===== src/rtl/uart_rx.sv =====
// 8N1 UART receiver: 2-FF synchroniser, bit-timing FSM and a small show-ahead FIFO.
module uart_rx #(
  parameter int unsigned CLK_HZ       = 12000000,
  parameter int unsigned BAUD         = 115200,
  parameter int unsigned CLKS_PER_BIT = CLK_HZ / BAUD,
  parameter int unsigned DEPTH        = 4
) (
  input  logic       sys_clk_i,
  input  logic       sys_rst_i,
  input  logic       uart_rx_i,
  output logic [7:0] uart_dat_o,
  output logic       uart_valid_o,
  input  logic       uart_rd_i,
  output logic       uart_frame_err_o,
  output logic       uart_overrun_o,
  input  logic       uart_err_clr_i,
  output logic       uart_busy_o
);

  localparam int unsigned CNT_W = $clog2(CLKS_PER_BIT);
  localparam int unsigned AW    = $clog2(DEPTH);
  localparam int unsigned PW    = AW + 1;

  localparam logic [CNT_W-1:0] HALF_M1 = CNT_W'(CLKS_PER_BIT / 2 - 1);
  localparam logic [CNT_W-1:0] BIT_M1  = CNT_W'(CLKS_PER_BIT - 1);

  typedef enum logic [2:0] {
    S_IDLE,
    S_START,
    S_DATA,
    S_STOP,
    S_BREAK
  } state_t;

  state_t           state_q, state_d;
  logic [CNT_W-1:0] cnt_q, cnt_d;
  logic [2:0]       bit_q, bit_d;
  logic [7:0]       shift_q, shift_d;
  logic             frame_err_q, frame_err_d;
  logic             push_c;

  logic             rx_meta, rx_s;

  logic [7:0]       mem [DEPTH];
  logic [PW-1:0]    wptr_q, rptr_q;
  logic             overrun_q;
  logic             empty_c, full_c, pop_c, wr_c, drop_c;

  // Two-stage synchroniser for the asynchronous line; idles high.
  always_ff @(posedge sys_clk_i) begin
    if (sys_rst_i) begin
      rx_meta <= 1'b1;
      rx_s    <= 1'b1;
    end else begin
      rx_meta <= uart_rx_i;
      rx_s    <= rx_meta;
    end
  end

  // Receiver state, bit timer, bit index, shift register and error pulse.
  always_ff @(posedge sys_clk_i) begin
    if (sys_rst_i) begin
      state_q     <= S_IDLE;
      cnt_q       <= '0;
      bit_q       <= '0;
      shift_q     <= '0;
      frame_err_q <= 1'b0;
    end else begin
      state_q     <= state_d;
      cnt_q       <= cnt_d;
      bit_q       <= bit_d;
      shift_q     <= shift_d;
      frame_err_q <= frame_err_d;
    end
  end

  // Next-state logic; the timer restarts on every state entry and after each data bit.
  always_comb begin
    state_d     = state_q;
    cnt_d       = cnt_q + CNT_W'(1);
    bit_d       = bit_q;
    shift_d     = shift_q;
    frame_err_d = 1'b0;
    push_c      = 1'b0;
    case (state_q)
      S_IDLE: begin
        cnt_d = '0;
        if (!rx_s) state_d = S_START;
      end
      S_START: begin
        if (cnt_q == HALF_M1) begin
          cnt_d = '0;
          if (rx_s) begin
            state_d = S_IDLE;
          end else begin
            state_d = S_DATA;
            bit_d   = '0;
          end
        end
      end
      S_DATA: begin
        if (cnt_q == BIT_M1) begin
          cnt_d   = '0;
          shift_d = {rx_s, shift_q[7:1]};
          bit_d   = bit_q + 3'(1);
          if (bit_q == 3'd7) state_d = S_STOP;
        end
      end
      S_STOP: begin
        if (cnt_q == BIT_M1) begin
          cnt_d = '0;
          if (rx_s) begin
            push_c  = 1'b1;
            state_d = S_IDLE;
          end else begin
            frame_err_d = 1'b1;
            state_d     = S_BREAK;
          end
        end
      end
      S_BREAK: begin
        cnt_d = '0;
        if (rx_s) state_d = S_IDLE;
      end
      default: begin
        cnt_d   = '0;
        state_d = S_IDLE;
      end
    endcase
  end

  // FIFO flags; a pop in the same cycle frees the slot a full-FIFO push needs.
  always_comb begin
    empty_c = (wptr_q == rptr_q);
    full_c  = (wptr_q[AW] != rptr_q[AW]) && (wptr_q[AW-1:0] == rptr_q[AW-1:0]);
    pop_c   = uart_rd_i && !empty_c;
    wr_c    = push_c && (!full_c || pop_c);
    drop_c  = push_c && full_c && !pop_c;
  end

  // FIFO storage, pointers and sticky overrun flag (a new overrun beats a clear).
  always_ff @(posedge sys_clk_i) begin
    if (sys_rst_i) begin
      wptr_q    <= '0;
      rptr_q    <= '0;
      overrun_q <= 1'b0;
      for (int unsigned i = 0; i < DEPTH; i++) mem[i] <= '0;
    end else begin
      if (wr_c) begin
        mem[wptr_q[AW-1:0]] <= shift_q;
        wptr_q              <= wptr_q + PW'(1);
      end
      if (pop_c) rptr_q <= rptr_q + PW'(1);
      if (drop_c) overrun_q <= 1'b1;
      else if (uart_err_clr_i) overrun_q <= 1'b0;
    end
  end

  assign uart_dat_o       = mem[rptr_q[AW-1:0]];
  assign uart_valid_o     = !empty_c;
  assign uart_frame_err_o = frame_err_q;
  assign uart_overrun_o   = overrun_q;
  assign uart_busy_o      = (state_q != S_IDLE);

endmodule


===== config.mk =====
export PLATFORM = sky130hd
export DESIGN_NAME = uart_rx
export DESIGN_NICKNAME = d
export VERILOG_FILES = /design/src/rtl/uart_rx.sv
export SDC_FILE = /design/constraint.sdc
export NUM_CORES = 1
export LEC_CHECK = 0
export ABC_AREA = 1
export ABC_CLOCK_PERIOD_IN_PS = 2200
export CAP_MARGIN = 15
export CORE_MARGIN = 2
export CORE_UTILIZATION = 53
export DETAILED_ROUTE_END_ITERATION = 10
export PLACE_DENSITY = 0.86
export SKIP_LAST_GASP = 1
export SYNTH_ARGS = -nofsm -noshare
export SYNTH_HDL_FRONTEND = slang
export SYNTH_SLANG_ARGS = --single-unit
export TNS_END_PERCENT = 50

===== constraint.sdc =====
create_clock -name sys_clk_i -period 2.2 [get_ports sys_clk_i]
set_clock_uncertainty 0.2 [all_clocks]
set_input_delay 0.44 -clock sys_clk_i [delete_from_list [all_inputs] [get_ports sys_clk_i]]
set_output_delay 0.44 -clock sys_clk_i [all_outputs]
set_load 0.03 [all_outputs]

==> results.md <==
- # diodes: 0
- CTS tree: done
- Post-CTS Hold Buffers: 0
- Final setup vio count: 0
- Share of the synthesized area in the top cell type: 0.3247
- Clk_lat worst skew: about 0.34 ns
- Die area: 6197 µm²
- Hold crit path type: reg -> reg
- Startpoint types: register
- Psw: 943.0 µW
- Final Slew Violations: 0
- Drt drc: 0
- Synth warn: 0
- Post-route ant nets: 0
- Crit end category: output port
- Fill count: around 450
- Vias per inst: 5.283
- Syn Nets: ~330
- Area Overhead vs Synth: 16.19%
- Num CTS Buffers: 9
- DR iter-0 viols: 105
- Synth unique cells: 29
- Syn_area_per_cell: 9.133 µm²
- Synth Register Bits: 65
- Post-route cell area: ~3400 µm²
- WL final: between 5000 and 6000 µm
- Sw Share: 0.3118
- Antenna violations before repair: 0
- Crit path max fanout: 16
- Clock transition at the registers of the reported paths: around 0.070 ns
- H-tree levels: 3
- Worst-Margin Slew: between 0.3 and 0.4 ns
- I/O Buffers: 16
- Tcrit/Tclk final: 0.9739
- GRT Residual Overflow: 0
- Sequential power share: 0.465
- Gpl congestion: approximately 0.88
- Maximum vdd drop: 0.7879 mV
- Worst EP arrival: 1.50 ns
- RSZ-0062 raised after global routing: true
- CP required: 1.56 ns
- Dominant cells by area after synthesis: edfxtp_1 (32%), dfxtp_1 (22%), nor2_1 (6.7%)
- Cell area after synthesis: 2959 µm²
- Cell Pwr Density: just under 900 nW/µm²
- Post-Layout Cell Count: ~430
- Row count: 27
- Mapped Cells: 324
- Largest net degree at the start of global routing: 20
- CP Class: reg -> out
- WL per Instance: 13.40 µm
- Die Wd: a little under 80 µm
- Post-CTS Setup Bufs: 0
- Hpwl dp: between 4000 and 5000 µm
- Share of layout cells above drive strength 1: 0.1713
- Vias in the first global route: between 2000 and 2500
- Initial Util: 0.5441
- Int Pwr: about 2.1 mW
- Vias: roughly 2300
- Hold Fails Final Rpt: 0
- Clk buf depth: 2
- Register area share after synthesis: 0.5480
- Final critical-path required period: around 2.1 ns
- Boundary pin count: 17
- Combinational share of power: 0.221
- Dpl cells: between 400 and 500
- Root Driver: clkbuf_8
- Final Core Density: 0.6322
- DRT Pass-1 Iters: 4
- First-pass GRT wire length: roughly 10000 µm
- Status: complete, no violations
- Sink Count: 65
- Placed inst area: 3288 µm²
- Relative slew slack: 0.7611
- Synth area leader: edfxtp_1
- Clock power frac: 0.314
- Final Power: roughly 3 mW
- Peak Freq: around 470 MHz
- Final #Nets: around 370
- Core area: approximately 5400 µm²
- Total leakage power: approximately 1.3 nW
- Global Route Usage Sum: 0.2114
- Max-cap violations: 0
- Die Ht: a little under 80 µm
==> worst paths after layout <==
| kind | from | end | slack, ns | cells past startpoint |
|---|---|---|---|---|
| worst max-delay path | register | uart_dat_o[4] | 0.06 | 4 |
| worst min-delay path | rx_meta | rx_s | 0.23 | 1 |
| worst max register to register | cnt_q[0] | mem[2][7] | 0.11 | 8 |
| worst min register to register | rx_meta | rx_s | 0.23 | 1 |
==> layer usage <==
layer / share of wire / wire (µm) / vias up / track usage
met2: 0.52 / 3022 / 56 / 0.3735
li1: - / - / 1166 / -
met4: 0.012 / 68 / 0 / 0.07719
met1: 0.43 / 2472 / 1060 / 0.2506
met3: 0.043 / 252 / 11 / 0.05000
met5: 0 / 0 / - / 0
==> stage by stage <==
step	hold WS [ns]	TNS, ns	setup slack [ns]
final	0.2327	0	0.05745
after global routing	0.2456	-0.1966	-0.03026
after CTS	0.2373	-0.2720	-0.09360
after detailed placement	0.2114	-0.4351	-0.02937
after global placement	0.1934	0	0.04232
after floorplan	0.1895	-3.701	-0.1756
==> synthesized netlist by cell type, drive strengths merged <==
cell,count
nand2,45
buf,5
nor2,56
o22ai,8
nand3b,1
nand3,11
clkbuf,6
ha,5
dfxtp,33
edfxtp,32
xor2,4
inv,34
a21oi,14
o21ai,32
nor3b,1
or2,2
xnor2,1
nor3,26
nand4,8
==> sequential cells by signal (all words and copies together), names as in the netlist, named ones only <==
register / count
mem: 32
shift_q: 8
cnt_q: 7
bit_q: 3
rptr_q: 3
state_q: 3
wptr_q: 3
rx_meta: 1
rx_s: 1
uart_frame_err_o: 1
uart_overrun_o: 1
==> critical path: stages, from the launching register on <==
cell and delay [ns]:
dfxtp_1 0.34, buf_4 0.20, o21ai_0 0.15, o22ai_1 0.17, clkdlybuf4s15_2 0.31
==> kinds of logic (layout without fill, tap and decap cells) <==
kind of cell	Yosys count	count (layout)	share of synthesized area
xor+xnor	5	5	0.01480
flops	65	65	0.5480
buf+inv	45	83	0.06384
compound gates	54	54	0.09471
simple gates	150	150	0.2575
fa+ha+maj	5	5	0.02114
==> power by group through the flow <==
stage,registers (mW),logic (mW),clock network (mW)
after floorplan,1.42,0.486,0
after global placement,1.43,0.678,0
after detailed placement,1.43,0.698,0
after CTS,1.41,0.682,0.965
after global routing,1.42,0.746,1.02
final,1.41,0.669,0.948
==> final cells by class <==
cell class	count	area (µm²)	area share
repair buffers	33	264.0	0.07678
flip-flops and latches	65	1622	0.4716
well taps	72	90.09	0.02620
inverters	34	127.6	0.03712
clock inverters	6	58.81	0.01710
clock buffers	10	127.6	0.03712
multi-input cells	214	1149	0.3341
==> what timing repair did <==
action,4_1_cts,5_1_grt
setup endpoints to repair,10,18
resized for setup,17,18
pin swaps,0,0
hold endpoints to repair,0,0
==> cells in the final DEF (no fill, tap or decap), drive strengths merged, types with 5 or more instances in the layout <==
cell type       n
ha              5
nand3          11
a21oi          14
o22ai           8
buf            20
clkdlybuf4s50   6
nand4           8
clkbuf         15
dfxtp          33
nor2           56
inv            34
o21ai          32
nand2          45
nor3           26
edfxtp         32
(Power assumes the default switching activity.)
